<file path="config.mk">
export PLATFORM = sky130hd
export DESIGN_NAME = tx_fifo_param_flat
export DESIGN_NICKNAME = d
export VERILOG_FILES = /design/src/rtl/tx_fifo_param_pkg.sv /design/src/rtl/tx_fifo_param_if.sv /design/src/rtl/tx_fifo_param_regfile.sv /design/src/rtl/tx_fifo_param.sv /design/src/flat_wrapper.sv
export SDC_FILE = /design/constraint.sdc
export NUM_CORES = 1
export LEC_CHECK = 0
export BUFFER_PORTS_ARGS = -buffer_cell sky130_fd_sc_hd__buf_2
export CAP_MARGIN = 20
export CORE_MARGIN = 4
export CORE_UTILIZATION = 53
export DETAILED_ROUTE_END_ITERATION = 7
export PLACE_DENSITY = 0.85
export SLEW_MARGIN = 20
export SYNTH_ARGS = -nofsm -noshare
export SYNTH_HDL_FRONTEND = slang
export SYNTH_SLANG_ARGS = --single-unit
</file>
<file path="constraint.sdc">
create_clock -name clk -period 2.5 [get_ports clk]
set_input_delay 0.125 -clock clk [delete_from_list [all_inputs] [get_ports clk]]
set_output_delay 0.125 -clock clk [all_outputs]
set_load 0.005 [all_outputs]
</file>
<file path="src/rtl/tx_fifo_param_pkg.sv">
`default_nettype none
// ============================================================================
// Module   : tx_fifo_pkg
// Purpose  : Shared constants for the parametrised transmit FIFO. Holds the
//            default geometry and flag thresholds, plus a helper that turns
//            an address width into a storage depth.
// Ports    : none (package)
// Revision : 1.0 - initial release
// ============================================================================
package tx_fifo_pkg;

  // Default geometry: 8 entries of 8 bits, matching the fixed 8x8 buffer
  // this block replaces.
  localparam int c_DATA_WIDTH = 8;
  localparam int c_ADDR_BITS  = 3;

  // Default thresholds: almost_full at 6 of 8, almost_empty at 2 or fewer.
  localparam int c_AF_LEVEL   = 6;
  localparam int c_AE_LEVEL   = 2;

  // Number of storage entries addressed by an ADDR_BITS-wide pointer.
  function automatic int depth(input int addr_bits);
    return 1 << addr_bits;
  endfunction

endpackage : tx_fifo_pkg
`default_nettype wire

</file>
<file path="src/rtl/tx_fifo_param_if.sv">
`default_nettype none
// ============================================================================
// Module   : tx_fifo_param_if
// Purpose  : Bundles the producer/consumer handshake and status signals of
//            the transmit FIFO.
// Ports    : master - drives clear, write_enable, write_data, read_enable;
//                     observes read_data, status flags, count, error flags.
//            slave  - the FIFO side (mirror of master).
// Revision : 1.0 - initial release
// ============================================================================
interface tx_fifo_param_if
  import tx_fifo_pkg::*;
#(
  parameter int DATA_WIDTH = c_DATA_WIDTH,
  parameter int ADDR_BITS  = c_ADDR_BITS
);

  // Control from the producer / transmitter controller
  logic                  clear;
  logic                  write_enable;
  logic [DATA_WIDTH-1:0] write_data;
  logic                  read_enable;

  // Data and status back from the FIFO
  logic [DATA_WIDTH-1:0] read_data;
  logic                  fifo_empty;
  logic                  fifo_full;
  logic                  almost_full;
  logic                  almost_empty;
  logic [ADDR_BITS:0]    count;
  logic                  overflow;
  logic                  underflow;

  modport master (
    output clear,
    output write_enable,
    output write_data,
    output read_enable,
    input  read_data,
    input  fifo_empty,
    input  fifo_full,
    input  almost_full,
    input  almost_empty,
    input  count,
    input  overflow,
    input  underflow
  );

  modport slave (
    input  clear,
    input  write_enable,
    input  write_data,
    input  read_enable,
    output read_data,
    output fifo_empty,
    output fifo_full,
    output almost_full,
    output almost_empty,
    output count,
    output overflow,
    output underflow
  );

endinterface : tx_fifo_param_if
`default_nettype wire

</file>
<file path="src/rtl/tx_fifo_param_regfile.sv">
`default_nettype none
// ============================================================================
// Module   : fifo_regfile
// Purpose  : Storage array for the transmit FIFO. One synchronous write port
//            and one asynchronous read port so the head entry is visible
//            without a read cycle (first-word-fall-through).
// Ports    : clk   - write clock
//            wen   - write strobe, sampled on rising edge
//            waddr - write address
//            wdata - write data
//            raddr - read address
//            rdata - contents of entry raddr (combinational)
// Revision : 1.0 - initial release
// ============================================================================
module fifo_regfile
  import tx_fifo_pkg::*;
#(
  parameter int DATA_WIDTH = c_DATA_WIDTH,
  parameter int ADDR_BITS  = c_ADDR_BITS
) (
  input  wire logic                  clk,
  input  wire logic                  wen,
  input  wire logic [ADDR_BITS-1:0]  waddr,
  input  wire logic [DATA_WIDTH-1:0] wdata,
  input  wire logic [ADDR_BITS-1:0]  raddr,
  output logic      [DATA_WIDTH-1:0] rdata
);

  localparam int c_DEPTH = depth(ADDR_BITS);

  // No reset on the array: emptiness is tracked by the pointers and count,
  // so stale contents are never presented.
  logic [DATA_WIDTH-1:0] r_mem [c_DEPTH];

  always_ff @(posedge clk) begin
    if (wen) begin
      r_mem[waddr] <= wdata;
    end
  end

  assign rdata = r_mem[raddr];

endmodule : fifo_regfile
`default_nettype wire

</file>
<file path="src/rtl/tx_fifo_param.sv">
`default_nettype none
// ============================================================================
// Module   : tx_fifo_param
// Purpose  : Parametrised first-word-fall-through transmit FIFO between the
//            byte producer and the serial transmitter controller. Provides
//            occupancy count, programmable almost-full/almost-empty flags,
//            sticky overflow/underflow flags and a synchronous flush.
// Ports    : clk   - system clock, rising edge
//            n_rst - asynchronous active-low reset
//            bus   - tx_fifo_param_if slave modport:
//                    clear, write_enable, write_data, read_enable (in)
//                    read_data, fifo_empty, fifo_full, almost_full,
//                    almost_empty, count, overflow, underflow (out)
// Revision : 1.0 - initial release
// ============================================================================
module tx_fifo_param
  import tx_fifo_pkg::*;
#(
  parameter int DATA_WIDTH = c_DATA_WIDTH,
  parameter int ADDR_BITS  = c_ADDR_BITS,
  parameter int AF_LEVEL   = c_AF_LEVEL,
  parameter int AE_LEVEL   = c_AE_LEVEL
) (
  input wire logic  clk,
  input wire logic  n_rst,
  tx_fifo_param_if.slave bus
);

  localparam int                    c_DEPTH      = depth(ADDR_BITS);
  localparam logic [ADDR_BITS:0]    c_FULL_COUNT = (ADDR_BITS+1)'(c_DEPTH);
  localparam logic [ADDR_BITS:0]    c_AF_COUNT   = (ADDR_BITS+1)'(AF_LEVEL);
  localparam logic [ADDR_BITS:0]    c_AE_COUNT   = (ADDR_BITS+1)'(AE_LEVEL);
  localparam logic [ADDR_BITS:0]    c_CNT_ONE    = (ADDR_BITS+1)'(1);
  localparam logic [ADDR_BITS-1:0]  c_PTR_ONE    = ADDR_BITS'(1);

  // --------------------------------------------------------------------------
  // State
  // --------------------------------------------------------------------------
  logic [ADDR_BITS-1:0]  r_wptr;
  logic [ADDR_BITS-1:0]  r_rptr;
  logic [ADDR_BITS:0]    r_count;
  logic                  r_overflow;
  logic                  r_underflow;

  // --------------------------------------------------------------------------
  // Combinational decode
  // --------------------------------------------------------------------------
  logic                  w_empty;
  logic                  w_full;
  logic                  w_push;
  logic                  w_pop;
  logic                  w_wen;
  logic [DATA_WIDTH-1:0] w_rdata;

  assign w_empty = (r_count == '0);
  assign w_full  = (r_count == c_FULL_COUNT);

  // A write into a full FIFO is still accepted when a read frees the head
  // slot on the same edge; the new word then lands in the slot at wptr,
  // which equals rptr when full, i.e. the one just vacated.
  assign w_push  = bus.write_enable && (!w_full || bus.read_enable);
  assign w_pop   = bus.read_enable && !w_empty;

  // A flush discards any same-cycle push, so storage is not touched either.
  assign w_wen   = w_push && !bus.clear;

  // --------------------------------------------------------------------------
  // Storage
  // --------------------------------------------------------------------------
  fifo_regfile #(
    .DATA_WIDTH (DATA_WIDTH),
    .ADDR_BITS  (ADDR_BITS)
  ) u_regfile (
    .clk   (clk),
    .wen   (w_wen),
    .waddr (r_wptr),
    .wdata (bus.write_data),
    .raddr (r_rptr),
    .rdata (w_rdata)
  );

  // --------------------------------------------------------------------------
  // Pointers, occupancy and sticky error flags
  // --------------------------------------------------------------------------
  always_ff @(posedge clk or negedge n_rst) begin
    if (!n_rst) begin
      r_wptr      <= '0;
      r_rptr      <= '0;
      r_count     <= '0;
      r_overflow  <= 1'b0;
      r_underflow <= 1'b0;
    end else if (bus.clear) begin
      r_wptr      <= '0;
      r_rptr      <= '0;
      r_count     <= '0;
      r_overflow  <= 1'b0;
      r_underflow <= 1'b0;
    end else begin
      // Pointers wrap naturally at 2**ADDR_BITS.
      if (w_push) begin
        r_wptr <= r_wptr + c_PTR_ONE;
      end
      if (w_pop) begin
        r_rptr <= r_rptr + c_PTR_ONE;
      end

      case ({w_push, w_pop})
        2'b10:   r_count <= r_count + c_CNT_ONE;
        2'b01:   r_count <= r_count - c_CNT_ONE;
        default: r_count <= r_count;
      endcase

      // Only a write that is actually dropped counts as overflow.
      if (bus.write_enable && !w_push) begin
        r_overflow <= 1'b1;
      end
      // Any read request against an empty FIFO counts as underflow, even
      // when a same-cycle write is accepted.
      if (bus.read_enable && w_empty) begin
        r_underflow <= 1'b1;
      end
    end
  end

  // --------------------------------------------------------------------------
  // Outputs: all decoded from registered state only
  // --------------------------------------------------------------------------
  assign bus.read_data    = w_empty ? '0 : w_rdata;
  assign bus.fifo_empty   = w_empty;
  assign bus.fifo_full    = w_full;
  assign bus.almost_full  = (r_count >= c_AF_COUNT);
  assign bus.almost_empty = (r_count <= c_AE_COUNT);
  assign bus.count        = r_count;
  assign bus.overflow     = r_overflow;
  assign bus.underflow    = r_underflow;

endmodule : tx_fifo_param
`default_nettype wire

</file>
<file path="src/flat_wrapper.sv">
// flat-port wrapper written by rule: the top's interface ports become plain ports
module tx_fifo_param_flat import tx_fifo_pkg::*;
#(
  parameter int DATA_WIDTH = c_DATA_WIDTH,
  parameter int ADDR_BITS  = c_ADDR_BITS,
  parameter int AF_LEVEL   = c_AF_LEVEL,
  parameter int AE_LEVEL   = c_AE_LEVEL
)
  (clk, n_rst, bus_clear, bus_write_enable, bus_write_data, bus_read_enable, bus_read_data, bus_fifo_empty, bus_fifo_full, bus_almost_full, bus_almost_empty, bus_count, bus_overflow, bus_underflow);
  tx_fifo_param_if #(.DATA_WIDTH(DATA_WIDTH), .ADDR_BITS(ADDR_BITS)) bus_i ();
  input wire logic clk;
  input wire logic n_rst;
  input wire logic [$bits(bus_i.clear)-1:0] bus_clear;
  input wire logic [$bits(bus_i.write_enable)-1:0] bus_write_enable;
  input wire logic [$bits(bus_i.write_data)-1:0] bus_write_data;
  input wire logic [$bits(bus_i.read_enable)-1:0] bus_read_enable;
  output wire logic [$bits(bus_i.read_data)-1:0] bus_read_data;
  output wire logic [$bits(bus_i.fifo_empty)-1:0] bus_fifo_empty;
  output wire logic [$bits(bus_i.fifo_full)-1:0] bus_fifo_full;
  output wire logic [$bits(bus_i.almost_full)-1:0] bus_almost_full;
  output wire logic [$bits(bus_i.almost_empty)-1:0] bus_almost_empty;
  output wire logic [$bits(bus_i.count)-1:0] bus_count;
  output wire logic [$bits(bus_i.overflow)-1:0] bus_overflow;
  output wire logic [$bits(bus_i.underflow)-1:0] bus_underflow;
  assign bus_i.clear = bus_clear;
  assign bus_i.write_enable = bus_write_enable;
  assign bus_i.write_data = bus_write_data;
  assign bus_i.read_enable = bus_read_enable;
  assign bus_read_data = bus_i.read_data;
  assign bus_fifo_empty = bus_i.fifo_empty;
  assign bus_fifo_full = bus_i.fifo_full;
  assign bus_almost_full = bus_i.almost_full;
  assign bus_almost_empty = bus_i.almost_empty;
  assign bus_count = bus_i.count;
  assign bus_overflow = bus_i.overflow;
  assign bus_underflow = bus_i.underflow;
  tx_fifo_param #(.DATA_WIDTH(DATA_WIDTH), .ADDR_BITS(ADDR_BITS), .AF_LEVEL(AF_LEVEL), .AE_LEVEL(AE_LEVEL)) u_core (.clk(clk), .n_rst(n_rst), .bus(bus_i));
endmodule
</file>
==> results.sh, run 1 <==
export IMPL_ys_async_sr_fraction_pct=15.8
export IMPL_worst_pin_slew_ns=0.803
export IMPL_pwr_share_seq_pct=45.5
export IMPL_final_nets=253
export IMPL_routed_via_density=5.66
export IMPL_firstDrtPassIters=4
export IMPL_antenna_found_initial=0
export IMPL_clockBufferDepth=2
export IMPL_crit_path_max_incr_delay_ns=0.39
export IMPL_placed_area_um2=3560
export IMPL_internal_power_mw=2.33
export IMPL_clkTransAtPathRegs_ns=0.08
export IMPL_final_common_cell="edfxtp_1"
export IMPL_postCtsSetupRepairBufs=0
export IMPL_synth_xor_area_share_pct=1.87
export IMPL_vdd_drop_max_v=0.000588
export IMPL_clkPwrFrac_pct=27.7
export IMPL_stdcell_area_um2=3770
export IMPL_start_util_pct=55.0
export IMPL_clock_root_buffer="clkbuf_8"
export IMPL_yosys_mux_area_fraction_pct=14.7
export IMPL_tns_ns=0
export IMPL_synth_adder_area_share_pct=1.53
export IMPL_grt_max_degree=19
export IMPL_grt_use_total_pct=17.3
export IMPL_drt_iter0_markers=128
export IMPL_detail_route_antenna_nets=0
export IMPL_multi_input_area_um2=977
export IMPL_diodes=0
export IMPL_setup_violations=0
export IMPL_finalHoldViolCount=0
export IMPL_grt_pass1_vias=1842
export IMPL_synth_largest_area_cell="edfxtp_1"
export IMPL_ys_types=38
export IMPL_r2r_slack_ns=0.26
export IMPL_synthToLayoutAreaGrowth_pct=15.1
export IMPL_grt_first_pass_wirelength_mm=9.48
export IMPL_pin_count=31
export IMPL_setup_slack_ns=0.258
export IMPL_holdWs_ns=0.0554
export IMPL_timing_fmax_ghz=0.446
export IMPL_synth_cells=193
export IMPL_synth_top_family_by_area="multiplexers"
export IMPL_io_buffers=30
export IMPL_p_sw_share_pct=28.2
export IMPL_critPathKind="reg -> reg"
export IMPL_max_cap_viol_count=0
export IMPL_status="completed"
export IMPL_final_cell_mix="edfxtp_1, buf_2, nor2_1"
export IMPL_utilization_pct=63.3
export IMPL_grt_overflow_total=0
export IMPL_gp_congestion=0.776
export IMPL_rows=28
export IMPL_coreArea_um2=5960
export IMPL_wire_per_inst_um=18.1
export IMPL_routed_wl_mm=5.71
export IMPL_crit_family="compound AO/OA/AOI/OAI gates"
export IMPL_fp_dieH_um=86.6
export IMPL_synth_top_cell_area_share_pct=58.6
export IMPL_cts_repair_resized=0
export IMPL_cp_max_fo=10
export IMPL_pre_cts_ws_ns=0.266
export IMPL_cts_buffers_inserted=9
export IMPL_num_vias=1789
export IMPL_holdCritPathClass="in -> reg"
export IMPL_slowest_stage="dfrtp_1"
export IMPL_synthSimpleGateAreaFrac_pct=7.06
export IMPL_drive_gt1_share_pct=34.4
export IMPL_nFillCells=438
export IMPL_synth_fp_nets=210
export IMPL_cp_num_buf_inv=1
export IMPL_yosysWarnings=0
export IMPL_crit_chain="buf_4, o41ai_4, nor2_1, ha_1, nor2b_1, a221oi_1, a2bb2oi_1, mux2_1"
export IMPL_seq_area_um2=2220
export IMPL_synth_ff_type="edfxtp_1"
export IMPL_slew_viol_final=0
export IMPL_htree_levels=3
export IMPL_crit_required_ns=2.73
export IMPL_fin_crit_sh_pct=89.7
export IMPL_clk_latency_ns=0.34
export IMPL_slew_headroom_pct=46.3
export IMPL_worst_ep_arrival_time_ns=2.47
export IMPL_synth_compound_area_share_pct=4.47
export IMPL_skew_ns=0.00712
export IMPL_rsz0062_at_grt="false"
export IMPL_start_kind="flop"
export IMPL_syn_area_um2=3280
export IMPL_avgSynthCellArea_um2=17.0
export IMPL_comb_power_share_pct=26.8
export IMPL_ys_top_cells_by_area="edfxtp_1, mux4_2, dfrtp_1"
export IMPL_seq_area_frac_synth_pct=67.8
export IMPL_synth_edf_count=64
export IMPL_drc=0
export IMPL_p_sw_uw=916
export IMPL_leakagePower_nw=1.39
export IMPL_worst_setup_path_end_kind="flop"
export IMPL_tritoncts="yes"
export IMPL_min_period_ns=2.24
export IMPL_die_x_um=86.6
export IMPL_dp_hpwl_mm=3.80
export IMPL_p_per_area_nw_per_um2=862
export IMPL_ys_ff_latch=76
export IMPL_clock_sinks=76
export IMPL_die_area_um2=7500
power groups by stage:
stage | clock [mW] | sequential [mW] | combinational, mW
after CTS | 0.927 | 1.48 | 0.898
after global routing | 1.00 | 1.49 | 0.973
after floorplan | 0 | 1.50 | 0.581
after detailed placement | 0 | 1.51 | 0.893
final | 0.902 | 1.48 | 0.872
after global placement | 0 | 1.50 | 0.871
stage by stage:
stage | std cells | power [mW]
2_1_floorplan | 193 | 2.08
3_3_place_gp | 299 | 2.37
3_5_place_dp | 299 | 2.40
4_1_cts | 316 | 3.30
5_1_grt | 316 | 3.46
6_report | 316 | 3.25
final timing paths:
path,start,endpoint,cells past startpoint
worst max register to register,u_core.bus.count[2],u_core.bus.count[3],8
worst min register to register,u_core.bus.underflow,u_core.bus.underflow,2
worst min-delay path,bus_write_data[0],u_core.u_regfile.r_mem[6][0],1
min in group asynchronous,n_rst,u_core.bus.overflow,2
worst max-delay path,u_core.bus.count[2],u_core.bus.count[3],8
max in group asynchronous,n_rst,u_core.r_rptr[1],2
layout make-up:
| type | count | area share [%] |
|---|---|---|
| tap | 75 | 2.49 |
| clock inverter | 7 | 1.99 |
| inverter | 2 | 0.199 |
| multi-input combinational | 101 | 25.9 |
| sequential | 76 | 58.9 |
| timing repair buffer | 46 | 7.23 |
| clock buffer | 9 | 3.28 |
registers in the layout, summed over array words and instances, names as in the netlist:
name and cells:
u_core.r_wptr 3, u_core.r_rptr 3, u_core.bus.underflow 1, u_core.bus.overflow 1, u_core.bus.count 4, u_core.u_regfile.r_mem 64
cells in the mapped netlist (2+ instances only):
library cell / number
a21o_1: 2
a21oi_1: 3
buf_2: 7
buf_4: 2
clkbuf_1: 3
dfrtp_1: 12
edfxtp_1: 64
ha_1: 4
inv_1: 2
mux2i_1: 11
mux4_2: 16
nand2_1: 2
nor2_1: 26
nor2b_1: 3
nor3_1: 4
nor3b_1: 4
o21ai_0: 2
xnor2_1: 3
xor2_1: 4
logic make-up (layout without fill, tap and decap cells):
family / after synthesis / after routing
muxes: 28 / 28
xor gates and xnor gates: 7 / 7
buffers and inverters: 16 / 64
and+or+nand+nor: 46 / 46
AOI/OAI and AO/OA: 16 / 16
adders and majority gates: 4 / 4
DFF: 76 / 76
metal layers:
metal	global-route usage, %	part of all wire [%]	routed length, um
met5	0	0	0
met4	5.10	0.96	55
met3	5.51	5.8	332
met2	27.7	51	2930
met1	22.9	42	2390
timing repair:
item / CTS / global route
hold endpoints to repair: 12 / 0
hold buffers: 1 / 0
setup endpoints to repair: 0 / 0
No activity file was read; power rests on OpenSTA's default activity.
==> run 2: changes to the inputs <==
- CORE_UTILIZATION: 53 -> 40
- PLACE_DENSITY: 0.85 -> 0.7
- REMOVE_ABC_BUFFERS: default -> 1
==> results.sh, run 2 (synthesis gave the netlist of run 1 again) <==
export IMPL_regMostFlops="u_core.u_regfile.r_mem"
export IMPL_antenna_found_initial=0
export IMPL_p_sw_uw=955
export IMPL_timing_fmax_ghz=0.435
export IMPL_r2r_start="u_core.bus.count[0]"
export IMPL_grt_overflow_total=0
export IMPL_drt_iter0_markers=102
export IMPL_firstDrtPassIters=4
export IMPL_leakagePower_nw=1.40
export IMPL_gp_congestion=0.849
export IMPL_whs_path_depth=1
export IMPL_rows=32
export IMPL_start_util_pct=41.8
export IMPL_setup_slack_ns=0.200
export IMPL_hold_path_end="u_core.u_regfile.r_mem[1][0]"
export IMPL_detail_route_antenna_nets=0
export IMPL_drive_gt1_share_pct=33.8
export IMPL_fin_crit_sh_pct=92.0
export IMPL_finalHoldViolCount=0
export IMPL_crit_path_max_incr_delay_ns=0.47
export IMPL_final_cells=342
export IMPL_grt_max_degree=19
export IMPL_coreArea_um2=7850
export IMPL_worst_pin_slew_ns=0.776
export IMPL_grt_use_total_pct=13.7
export IMPL_dp_hpwl_mm=3.87
export IMPL_final_nets=252
export IMPL_status="completed"
export IMPL_setup_violations=0
export IMPL_pin_count=31
export IMPL_cp_max_fo=5
export IMPL_skew_ns=0.00872
export IMPL_diodes=0
export IMPL_die_x_um=98.5
export IMPL_crit_family="compound AO/OA/AOI/OAI gates"
export IMPL_htree_levels=3
export IMPL_largest_register_ffs=64
export IMPL_fp_dieH_um=98.5
export IMPL_p_per_area_nw_per_um2=888
export IMPL_vdd_drop_max_v=0.000506
export IMPL_slew_viol_final=0
export IMPL_postCtsSetupRepairBufs=0
export IMPL_final_common_cell="edfxtp_1"
export IMPL_rsz0062_at_grt="false"
export IMPL_clock_root_buffer="clkbuf_8"
export IMPL_final_cell_mix="edfxtp_1, buf_2, nor2_1"
export IMPL_pwr_share_seq_pct=43.7
export IMPL_cts_buffers_inserted=9
export IMPL_comb_power_share_pct=25.8
export IMPL_die_area_um2=9700
export IMPL_grt_first_pass_wirelength_mm=10.1
export IMPL_synthToLayoutAreaGrowth_pct=16.6
export IMPL_clkPwrFrac_pct=30.5
export IMPL_clkTransAtPathRegs_ns=0.09
export IMPL_r2r_cells=7
export IMPL_critPathKind="reg -> reg"
export IMPL_max_cap_viol_count=0
export IMPL_grt_pass1_vias=1905
export IMPL_clk_latency_ns=0.34
export IMPL_clock_sinks=76
export IMPL_worstHoldStart="bus_write_data[0]"
export IMPL_critPathLaunch="u_core.bus.count[0]"
export IMPL_r2r_slack_ns=0.20
export IMPL_worst_ep_arrival_time_ns=2.53
export IMPL_min_period_ns=2.30
export IMPL_routed_wl_mm=6.10
export IMPL_drc=0
export IMPL_worst_setup_path_end_kind="flop"
export IMPL_holdWs_ns=0.0511
export IMPL_num_vias=1764
export IMPL_holdCritPathClass="in -> reg"
export IMPL_crit_chain="o41ai_4, nor2_1, ha_1, nor2b_1, a221oi_1, a2bb2oi_1, mux2_1"
export IMPL_start_kind="flop"
export IMPL_io_buffers=30
export IMPL_p_sw_share_pct=28.2
export IMPL_slowest_stage="dfrtp_1"
export IMPL_clockBufferDepth=2
export IMPL_slew_headroom_pct=48.1
export IMPL_cp_num_buf_inv=0
export IMPL_crit_required_ns=2.73
export IMPL_internal_power_mw=2.44
export IMPL_tns_ns=0
export IMPL_place_inst=325
export IMPL_wire_per_inst_um=17.8
export IMPL_cts_repair_resized=0
export IMPL_pre_cts_ws_ns=0.199
export IMPL_routed_via_density=5.16
export IMPL_r2r_end="u_core.bus.count[3]"
export IMPL_tritoncts="yes"
## run 2: cell types whose count changed in the layout (fill, tap and decap cells not counted), sizes merged
cell / before / now
bufinv: 1 / 2
buf: 45 / 44
inv: 4 / 5
clkinvlp: 3 / 1
## run 2: through the flow
| stage | total power [mW] | utilization, % | cell area [um^2] |
|---|---|---|---|
| 6_report | 3.39 | 48.7 | 3820 |
| 3_3_place_gp | 2.39 | 45.7 | 3590 |
| 2_1_floorplan | 2.03 | - | 3200 |
| 4_1_cts | 3.45 | 48.7 | 3820 |
| 3_5_place_dp | 2.41 | 45.7 | 3590 |
| 5_1_grt | 3.59 | 48.7 | 3820 |
## run 2: power by group through the flow
stage / Sequential [mW] / Clock, mW / Combinational, mW
floorplan: 1.58 / 0 / 0.447
detailed placement: 1.51 / 0 / 0.897
global route: 1.49 / 1.12 / 0.980
CTS: 1.48 / 1.06 / 0.902
finish: 1.48 / 1.03 / 0.875
global placement: 1.51 / 0 / 0.882
## run 2: routing by layer
layer	global-route usage (%)	vias up	share of wire [%]
li1	-	835	-
met5	0	-	0
met4	5.67	0	1.7
met3	2.83	9	2.6
met1	18.2	899	46
met2	22.2	21	49
## run 2: worst max path at each step
stage / slack, ns / cells after the start / end
floorplan: 0.12 / 4 / u_core.u_regfile.r_mem[5][0]
global placement: 0.26 / 7 / u_core.bus.count[3]
detailed placement: 0.20 / 7 / u_core.bus.count[3]
CTS: 0.18 / 7 / u_core.bus.count[3]
global route: 0.09 / 7 / u_core.bus.count[3]
finish: 0.20 / 7 / u_core.bus.count[3]
## run 2: cell type report
type                            instances  area, um^2
Inverter                                2        7.51
Sequential cell                        76        2220
Tap cell                              102         128
Clock inverter                          7        97.6
Timing Repair Buffer                   45         265
Clock buffer                            9         124
Multi-Input combinational cell        101         977
Fill cell                             685        4030
## run 2: what timing repair did
| item | in CTS | in global routing |
|---|---|---|
| endpoints found under the setup margin | 0 | 0 |
| hold endpoints to repair | 12 | 0 |
| hold buffers | 1 | 0 |
==> run 3: changes to the inputs <==
- PLACE_DENSITY: 0.7 -> 0.68
- clock period: 2.5 -> 2.25 ns (I/O delays scaled with it)
==> results.sh, run 3 (synthesis gave the netlist of run 1 again) <==
export IMPL_routed_via_density=5.09
export IMPL_final_cell_mix="edfxtp_1, buf_2, nor2_1"
export IMPL_clockBufferDepth=2
export IMPL_fp_dieH_um=98.5
export IMPL_diodes=0
export IMPL_setup_slack_ns=0.114
export IMPL_r2r_cells=7
export IMPL_die_x_um=98.5
export IMPL_skew_ns=0.00960
export IMPL_cp_max_fo=4
export IMPL_fin_crit_sh_pct=94.9
export IMPL_grt_pass1_vias=1824
export IMPL_die_area_um2=9700
export IMPL_crit_required_ns=2.48
export IMPL_num_vias=1783
export IMPL_drt_iter0_markers=88
export IMPL_use_met1_pct=17.0
export IMPL_clkTransAtPathRegs_ns=0.08
export IMPL_grt_first_pass_wirelength_mm=9.78
export IMPL_critPathLaunch="u_core.bus.count[0]"
export IMPL_p_sw_share_pct=28.3
export IMPL_worst_setup_path_end_kind="flop"
export IMPL_timing_fmax_ghz=0.468
export IMPL_status="completed"
export IMPL_vdd_drop_max_v=0.000430
export IMPL_holdWs_ns=0.0337
export IMPL_antenna_found_initial=0
export IMPL_tns_ns=0
export IMPL_final_common_cell="edfxtp_1"
export IMPL_grt_overflow_total=0
export IMPL_worst_ep_arrival_time_ns=2.36
export IMPL_routed_wl_mm=6.09
export IMPL_clock_root_buffer="clkbuf_8"
export IMPL_busiest_layer="met2"
export IMPL_dp_hpwl_mm=3.89
export IMPL_worst_pin_slew_ns=0.810
export IMPL_firstDrtPassIters=4
export IMPL_tritoncts="yes"
export IMPL_clk_latency_ns=0.34
export IMPL_grt_use_met3_pct=3.82
export IMPL_postCtsSetupRepairBufs=0
export IMPL_grt_max_degree=19
export IMPL_setup_violations=0
export IMPL_slew_viol_final=0
export IMPL_r2r_end="u_core.bus.count[3]"
export IMPL_critPathKind="reg -> reg"
export IMPL_grt_use_total_pct=13.2
export IMPL_p_per_area_nw_per_um2=948
export IMPL_use_met2_pct=21.7
export IMPL_finalPower_mw=3.69
export IMPL_detail_route_antenna_nets=0
export IMPL_clock_sinks=76
export IMPL_final_nets=261
export IMPL_comb_power_share_pct=27.7
export IMPL_start_kind="flop"
export IMPL_max_cap_viol_count=0
export IMPL_min_period_ns=2.14
export IMPL_pre_cts_ws_ns=0.000656
export IMPL_endpoint="u_core.bus.count[3]"
export IMPL_finalHoldViolCount=0
export IMPL_nFillCells=678
export IMPL_r2r_start="u_core.bus.count[0]"
export IMPL_synthToLayoutAreaGrowth_pct=18.6
export IMPL_coreArea_um2=7850
export IMPL_gp_congestion=0.757
export IMPL_regMostFlops="u_core.u_regfile.r_mem"
export IMPL_largest_register_ffs=64
export IMPL_holdCritPathClass="in -> reg"
export IMPL_start_util_pct=41.8
export IMPL_htree_levels=3
export IMPL_cts_buffers_inserted=9
export IMPL_rows=32
export IMPL_internal_power_mw=2.64
export IMPL_r2r_slack_ns=0.11
export IMPL_wire_per_inst_um=17.4
export IMPL_io_buffers=30
export IMPL_slew_headroom_pct=45.8
export IMPL_pin_count=31
export IMPL_leakagePower_nw=1.44
export IMPL_p_sw_mw=1.04
export IMPL_drc=0
export IMPL_drive_gt1_share_pct=38.3
export IMPL_pwr_share_seq_pct=45.3
export IMPL_clkPwrFrac_pct=27.0
==> run 3: power by group through the flow <==
stage | combinational [mW] | clock (mW) | sequential (mW)
after floorplan | 0.497 | 0 | 1.75
after global placement | 1.02 | 0 | 1.69
after detailed placement | 1.03 | 0 | 1.70
after CTS | 1.04 | 1.03 | 1.67
after global routing | 1.14 | 1.08 | 1.68
final | 1.02 | 0.994 | 1.67
==> run 3: critical path, cell delays in order (launching register included) <==
cell and delay [ns]:
dfrtp_2 0.44, o41ai_4 0.37, nor2_1 0.11, ha_2 0.21, nor2b_1 0.14, a221oi_2 0.25
a2bb2oi_2 0.17, mux2_1 0.32
==> run 3: worst min path at each step <==
stage                            startpoint                      endpoint  depth (start not counted)
after CTS                 bus_write_data[0]  u_core.u_regfile.r_mem[4][0]                          1
after global routing      bus_write_data[2]  u_core.u_regfile.r_mem[3][2]                          1
after floorplan                       n_rst           u_core.bus.count[0]                          0
after global placement                n_rst          u_core.bus.underflow                          1
after detailed placement              n_rst          u_core.bus.underflow                          1
final                     bus_write_data[0]  u_core.u_regfile.r_mem[0][0]                          1
==> run 3: per-layer routing <==
layer / routed length (um) / vias to the layer above
met3: 192 / 10
met5: 0 / -
met2: 3110 / 22
li1: - / 843
met1: 2700 / 908
met4: 85 / 0
==> run 3: area by class of cell <==
cell class	count	area [um^2]	share of cell area (%)
well taps	102	128	3.28
flip-flops and latches	76	2220	57.2
clock inverters	6	65.1	1.67
multi-input cells	101	995	25.6
repair buffers	54	345	8.88
clock buffers	9	124	3.19
inverters	2	7.51	0.193
==> run 3: stage by stage <==
stage	utilization, %	instance area, um^2	instances
2_1_floorplan	-	3200	179
4_1_cts	49.3	3870	350
6_report	49.5	3890	350
5_1_grt	49.5	3890	350
3_3_place_gp	46.8	3670	334
3_5_place_dp	46.8	3670	334
==> run 3: repair_timing <==
action                                 CTS  global route
hold buffers                             1             0
endpoints found under the hold margin   12             0
setup endpoints to repair                1             9
gates resized for setup                  0             5
pin swaps                                1             2
